==> config.mk <==
export PLATFORM = sky130hd
export DESIGN_NAME = clock_set_ctrl
export DESIGN_NICKNAME = d
export VERILOG_FILES = /design/src/rtl/clock_set_ctrl.sv
export SDC_FILE = /design/constraint.sdc
export NUM_CORES = 1
export LEC_CHECK = 0
export CAP_MARGIN = 20
export CORE_MARGIN = 8
export CORE_UTILIZATION = 47
export DETAILED_ROUTE_END_ITERATION = 8
export PLACE_DENSITY_LB_ADDON = 0.08
export SYNTH_ARGS = -nofsm -noshare
export SYNTH_HDL_FRONTEND = slang
export SYNTH_SLANG_ARGS = --single-unit
==> constraint.sdc <==
create_clock -name clk -period 4.9 [get_ports clk]
set_clock_uncertainty 0.1 [all_clocks]
set_input_delay 1.225 -clock clk [delete_from_list [all_inputs] [get_ports clk]]
set_output_delay 1.225 -clock clk [all_outputs]
set_load 0.03 [all_outputs]
==> src/rtl/clock_set_ctrl.sv <==
// clock_set_ctrl
// Mode and sequencing controller for a digital clock built from three BCD
// counter chains (seconds mod 60, minutes mod 60, hours mod 24).
//   RUN     : generates the seconds tick from a prescaler and passes the
//             sec->min and min->hr carries straight through.
//   SET_HR  : seconds frozen, hours stepped from btn_inc, hour digits blink.
//   SET_MIN : seconds frozen, minutes stepped from btn_inc, minute digits
//             blink; a minute wrap is not propagated to the hours.
// btn_inc gives one step on press, then auto-repeats while held.
//
// Ports
//   clk        in   system clock
//   reset      in   asynchronous reset, active-high
//   btn_mode   in   debounced one-cycle pulse, advances the mode
//   btn_inc    in   debounced level, increment request
//   sec_cout   in   seconds counter carry (combinational)
//   min_cout   in   minutes counter carry (combinational)
//   sec_cin    out  seconds counter enable pulse
//   min_cin    out  minutes counter enable pulse
//   hr_cin     out  hours counter enable pulse
//   mode[1:0]  out  00=RUN, 01=SET_HR, 10=SET_MIN
//   blank_hr   out  blank the hour digits (blink phase)
//   blank_min  out  blank the minute digits (blink phase)
module clock_set_ctrl #(
  parameter int TICK_DIV   = 100_000_000,
  parameter int BLINK_DIV  = 25_000_000,
  parameter int HOLD_CYC   = 50_000_000,
  parameter int REPEAT_CYC = 20_000_000
) (
  input  logic       clk,
  input  logic       reset,
  input  logic       btn_mode,
  input  logic       btn_inc,
  input  logic       sec_cout,
  input  logic       min_cout,
  output logic       sec_cin,
  output logic       min_cin,
  output logic       hr_cin,
  output logic [1:0] mode,
  output logic       blank_hr,
  output logic       blank_min
);

  localparam int PW   = $clog2(TICK_DIV);
  localparam int BW   = $clog2(BLINK_DIV + 1);
  localparam int CMAX = (HOLD_CYC > REPEAT_CYC) ? HOLD_CYC : REPEAT_CYC;
  localparam int CW   = $clog2(CMAX + 1);

  localparam logic [PW-1:0] PRE_LAST  = PW'(TICK_DIV - 1);
  localparam logic [BW-1:0] BLK_LAST  = BW'(BLINK_DIV - 1);
  localparam logic [CW-1:0] HOLD_LAST = CW'(HOLD_CYC);
  localparam logic [CW-1:0] REP_LAST  = CW'(REPEAT_CYC);

  typedef enum logic [1:0] {
    RUN     = 2'b00,
    SET_HR  = 2'b01,
    SET_MIN = 2'b10
  } state_t;

  state_t          state;
  state_t          state_nxt;
  logic [PW-1:0]   presc;
  logic [BW-1:0]   bcnt;
  logic            blink;
  logic            inc_d;
  logic            inc_lock;
  logic            inc_rep;
  logic [CW-1:0]   hcnt;
  logic            inc_pulse;
  logic            inc_fire;

  // Mode state register
  always_ff @(posedge clk or posedge reset) begin
    if (reset) begin
      state <= RUN;
    end else begin
      state <= state_nxt;
    end
  end

  always_comb begin
    state_nxt = state;
    if (btn_mode) begin
      case (state)
        RUN:     state_nxt = SET_HR;
        SET_HR:  state_nxt = SET_MIN;
        default: state_nxt = RUN;
      endcase
    end
  end

  // Seconds prescaler: only runs in RUN and restarts from 0 on any mode
  // change, so re-entering RUN gives a full TICK_DIV period to the first tick.
  always_ff @(posedge clk or posedge reset) begin
    if (reset) begin
      presc <= '0;
    end else if (state != RUN || btn_mode) begin
      presc <= '0;
    end else if (presc == PRE_LAST) begin
      presc <= '0;
    end else begin
      presc <= presc + 1'b1;
    end
  end

  // Blink phase: restarts visible on every mode change
  always_ff @(posedge clk or posedge reset) begin
    if (reset) begin
      bcnt  <= '0;
      blink <= 1'b0;
    end else if (state == RUN || btn_mode) begin
      bcnt  <= '0;
      blink <= 1'b0;
    end else if (bcnt == BLK_LAST) begin
      bcnt  <= '0;
      blink <= ~blink;
    end else begin
      bcnt <= bcnt + 1'b1;
    end
  end

  // Increment button: pulse on press, then after HOLD_CYC held cycles and
  // every REPEAT_CYC cycles after that. hcnt counts held cycles since the
  // last pulse; inc_rep selects which interval is being timed.
  // inc_lock keeps a button that was held through a mode change silent
  // until it is released and pressed again.
  always_ff @(posedge clk or posedge reset) begin
    if (reset) begin
      inc_d     <= 1'b0;
      inc_lock  <= 1'b0;
      inc_rep   <= 1'b0;
      hcnt      <= '0;
      inc_pulse <= 1'b0;
    end else begin
      inc_d     <= btn_inc;
      inc_pulse <= 1'b0;
      if (state == RUN || btn_mode) begin
        inc_lock <= btn_mode & btn_inc;
        inc_rep  <= 1'b0;
        hcnt     <= '0;
      end else if (!btn_inc || inc_lock) begin
        inc_lock <= inc_lock & btn_inc;
        inc_rep  <= 1'b0;
        hcnt     <= '0;
      end else if (!inc_d) begin
        inc_pulse <= 1'b1;
        inc_rep   <= 1'b0;
        hcnt      <= CW'(1);
      end else if (hcnt == (inc_rep ? REP_LAST : HOLD_LAST)) begin
        inc_pulse <= 1'b1;
        inc_rep   <= 1'b1;
        hcnt      <= CW'(1);
      end else begin
        hcnt <= hcnt + 1'b1;
      end
    end
  end

  // A mode change in the same cycle as a registered pulse drops the pulse
  assign inc_fire = inc_pulse & ~btn_mode;

  // Counter enables and display blanking. Everything is forced low while
  // reset is asserted so that carry inputs cannot leak through.
  always_comb begin
    sec_cin   = 1'b0;
    min_cin   = 1'b0;
    hr_cin    = 1'b0;
    blank_hr  = 1'b0;
    blank_min = 1'b0;
    if (!reset) begin
      case (state)
        RUN: begin
          sec_cin = (presc == PRE_LAST);
          min_cin = sec_cout;
          hr_cin  = min_cout;
        end
        SET_HR: begin
          hr_cin   = inc_fire;
          blank_hr = blink;
        end
        SET_MIN: begin
          min_cin   = inc_fire;
          blank_min = blink;
        end
        default: begin
        end
      endcase
    end
  end

  assign mode = state;

endmodule
# ---- After elaboration in Yosys (flattened, before gate mapping)
# Index checks and enable logic that the tools add are counted.
dict set report word_totals {
  regBits 85
  input_bits 6
  output_inout_bits 7
  word_cells 63
}
dict set report op_classes {
  add_sub_neg 3
  n_eq_ne 6
  n_mux 32
  bitwise 5
  reduce_logical 8
}
# op count
set ops {}
lappend ops {{2-to-1 mux 26 bit} 5}
lappend ops {{2-to-1 mux 27 bit} 2}
lappend ops {{2-to-1 mux 25 bit} 2}
lappend ops {{adder 27 x 1 -> 27 bit, second input constant} 1}
lappend ops {{== test 27 bit, second input constant} 1}
lappend ops {{adder 26 x 1 -> 26 bit, second input constant} 1}
lappend ops {{== test 26 bit} 1}
lappend ops {{adder 25 x 1 -> 25 bit, second input constant} 1}
lappend ops {{== test 25 bit, second input constant} 1}
lappend ops {{2-to-1 mux 1 bit} 20}
lappend ops {{nonzero test 2 bit} 3}
lappend ops {{!= test 4 x 1 -> 1 bit, second input constant} 1}
lappend ops {{case mux 1 bit (2 select lines)} 2}
lappend ops {{case mux 2 bit (2 select lines)} 1}
lappend ops {{AND 1 bit} 3}
lappend ops {{logical OR 1 bit} 3}
lappend ops {{== test 2 x 1 -> 1 bit, second input constant} 1}
lappend ops {{== test 2 bit, second input constant} 1}
lappend ops {{zero test 2 bit} 1}
lappend ops {{NOT 1 bit} 2}
lappend ops {{zero test 1 bit} 1}

# ---- Logic depth before layout (Yosys ltp)
dict set report logic_depth {
  ltp_word 6
  ltp_mapped 7
  depth_no_buf 6
}

# ---- Worst setup path after synthesis
# No wires, ideal clock.
dict set report synth_timing {
  path_kind {input to output}
  from {input reset}
  to {output sec_cin}
  arrival_time_ps 3568
  t_required_ps 3575
  slack_ps 7
  cell_stages 2
  n_path_buf 0
  path_cell_list {inv_1 -> and3_1}
}
dict set report synth_between {
  elab_chain_cells 1
}
# item line
set synth_lines {}
lappend synth_lines {{start: declaration} 31} ;# input logic reset,
lappend synth_lines {{2-to-1 mux 1 bit} 170} ;# if (!reset) begin
lappend synth_lines {{end: declaration} 36} ;# output logic sec_cin,
# Every way passes these cells.

# ---- Worst setup path after layout
dict set report layout_timing {
  from {input btn_mode}
  to {output hr_cin}
}
dict set report layout_between {
  elab_chain_cells 4
}
# item line
set layout_lines {}
lappend layout_lines {{start: declaration} 32} ;# input logic btn_mode,
lappend layout_lines {{NOT 1 bit} 160} ;# assign inc_fire = inc_pulse & ~btn_mode;
lappend layout_lines {{AND 1 bit} 160}
lappend layout_lines {{case mux 1 bit (2 select lines)} 171} ;# case (state)
lappend layout_lines {{2-to-1 mux 1 bit} 170}
lappend layout_lines {{end: declaration} 38} ;# output logic hr_cin,
# Every way passes these cells.

==> reports/metrics.cfg <==
[floorplan]
chipWidth_um = 115
top_level_ports = 13
die-area_um2 = 13200
start_util_pct = 47.5
core_area_um2 = 9640
row_count = 36
dieHeight_um = 115

[clock_tree]
clk_latency_ps = 360
cts_buffers = 9
root_buffer = clkbuf_8
post_cts_buffers = 0
clkTransAtPathRegs_ps = 70
cts_buffer_depth = 2
cts_sinks = 85
post_cts_resized = 0
htreeDepth = 3
cts_tree = built
ctsHoldBuffers = 0

[synth]
ys_ff_latch = 85
synth_xor_area_share_pct = 7.46
ys_types = 49
synth_top_family_by_area = simple AND/OR/NAND/NOR gates
async_flop_share_pct = 100
synth_edf_count = 0
syn_nets = 494
yosysSeqAreaShare_pct = 46.4
syn_inst = 484
synth-adder-area-share_pct = 1.09
synthSimpleGateAreaFrac_pct = 30.2
syn_area_um2 = 4580
avgSynthCellArea_um2 = 9.46
synth_compound_area_share_pct = 11.1
synth_flop_cell = dfrtp_1
yosysWarningCount = 0
muxShareOfSynthArea_pct = 0.656

[place]
dp_hpwl_um = 6840
place_ws_ps = 617
dp.cells = 616
gp_congestion = 0.788
port_buffers = 12

[sta]
fin_crit_sh_pct = 88.1
fin_ws_ps = 581
finalMaxSlewViolations = 0
max_freq_ghz = 0.232
fin_setup_tns_ps = 0
setup_viol = 0
period_needed_ps = 4320
rsz0062_at_grt = false
hold_viol = 0
slew_headroom_pct = 53.8
worst_pin_slew_ps = 689

[critical_path]
crit_top_cell = clkdlybuf4s50_1
r2r-start = hcnt[0]
slowest_delay_ps = 710
worstPathCellList = clkdlybuf4s50_1 -> nor2b_1 -> mux2i_1 -> nor3_1 -> clkdlybuf4s50_1
slowest_stage = clkdlybuf4s50_1
arrival_ps = 2990
cp.required_ps = 3580
critical_path_class = input port to output port
critPathMaxFanout = 7
crit_buf_inv = 2
crit_path_start = btn_mode
start_kind = input port
cp-end-kind = output port
cp_top_family = buffers and inverters

[pwr]
powerDensity_nw_per_um2 = 259
irDropWorstVdd_v = 0.000149
p_leak_nw = 1.78

[global_routing]
grt_usage_pct = 16.2
antenna_found_initial = 0
grt_pass1_vias = 3591
grt_pass1_wl_um = 17300
grt_max_degree = 49
grt_overflow_total = 0

[layout]
nFillCells = 943
stdcell_count = 631
area_delta_synth_final_pct = 9.21
final_util_pct = 51.9
final_nets = 504
antenna_cells = 0
drive_gt1_share_pct = 6.63
final_cell_mix = 85 x dfrtp_1, 43 x nor2_1, 29 x nand3_1, 28 x nand2_1
final_common_cell = dfrtp_1

[drt]
postRouteAntennaNets = 0
vias = 3709
drc = 0
drt-initial-drc-count = 239
wl_um = 9880
routed_via_density = 5.88
first_pass_iters = 4
drt-wirelength-per-cell_um = 15.7

[hold_path]
hold_class = flip-flop to flip-flop
holdCritStartpoint = presc[0]

[run_status]
status = finished, final reports clean

[run]
maxCapViolations = 0

[power breakdown]
group	leakage (nW)	total (W)	switching (W)	internal (W)
logic	0.505	0.000103	0.0000696	0.0000333
registers	1.18	0.000732	0.0000204	0.000712
clock network	0.0926	0.000463	0.000239	0.000223
total	1.78	0.00130	0.000329	0.000968
[state kept, by name (all words and copies together), names as in the netlist]
signal / cells
presc: 27
hcnt: 26
bcnt: 25
mode: 2
blink: 1
inc_d: 1
inc_lock: 1
inc_pulse: 1
inc_rep: 1
[metrics by stage]
step                total power [W]  hold slack (ps)  area (µm²)
finish                      0.00130              386        5000
global route                0.00136              410        5000
CTS                         0.00132              387        5000
detailed placement         0.000852              376        4820
global placement           0.000851              370        4820
floorplan                  0.000810              340        4580
[synthesized netlist by cell type (all sizes together), types with 7 or more instances]
library cell / instances / area share (%)
dfrtp: 85 / 46
nor2: 43 / 3.5
nand3: 30 / 3.4
nand2: 28 / 2.3
nand4: 27 / 3.8
a21oi: 26 / 2.8
nor3: 26 / 2.8
xnor2: 22 / 4.2
or4: 20 / 3.5
o31ai: 19 / 3.2
xor2: 17 / 3.3
o21ai: 16 / 1.7
or3: 15 / 2.0
inv: 14 / 1.1
clkbuf: 13 / 1.1
a211oi: 10 / 1.7
and3: 9 / 1.3
and4: 9 / 1.7
nor4: 7 / 0.96
[final timing paths]
path	endpoint	slack, ps	cells after the start
worst max register to register	hcnt[14]	2400	7
worst max-delay path	hr_cin	580	5
worst min-delay path	presc[0]	390	1
worst min register to register	presc[0]	390	1
min in group asynchronous	presc[25]	1330	3
max in group asynchronous	hcnt[9]	2360	4
[metal layers]
metal,vias to the layer above,wire length (µm),GRT usage [%]
met5,-,0,0
met4,0,150,7.01
met3,10,208,2.80
met2,32,4680,25.8
met1,1845,4840,21.3
li1,1822,-,-
[area by class of cell]
class	count	area (µm²)	area share (%)
clock buffers	14	173	3.45
clock inverters	1	5.00	0.100
inverters	14	53.8	1.08
multi-input cells	366	2310	46.2
flip-flops and latches	85	2130	42.5
well taps	133	166	3.33
repair buffers	18	165	3.30
[cell families after synthesis]
group           after synthesis
compound gates               79
xor+xnor                     39
fa+ha+maj                     4
buf+inv                      33
flops                        85
mux                           3
simple gates                241
Power figures use the tool's default switching activity.
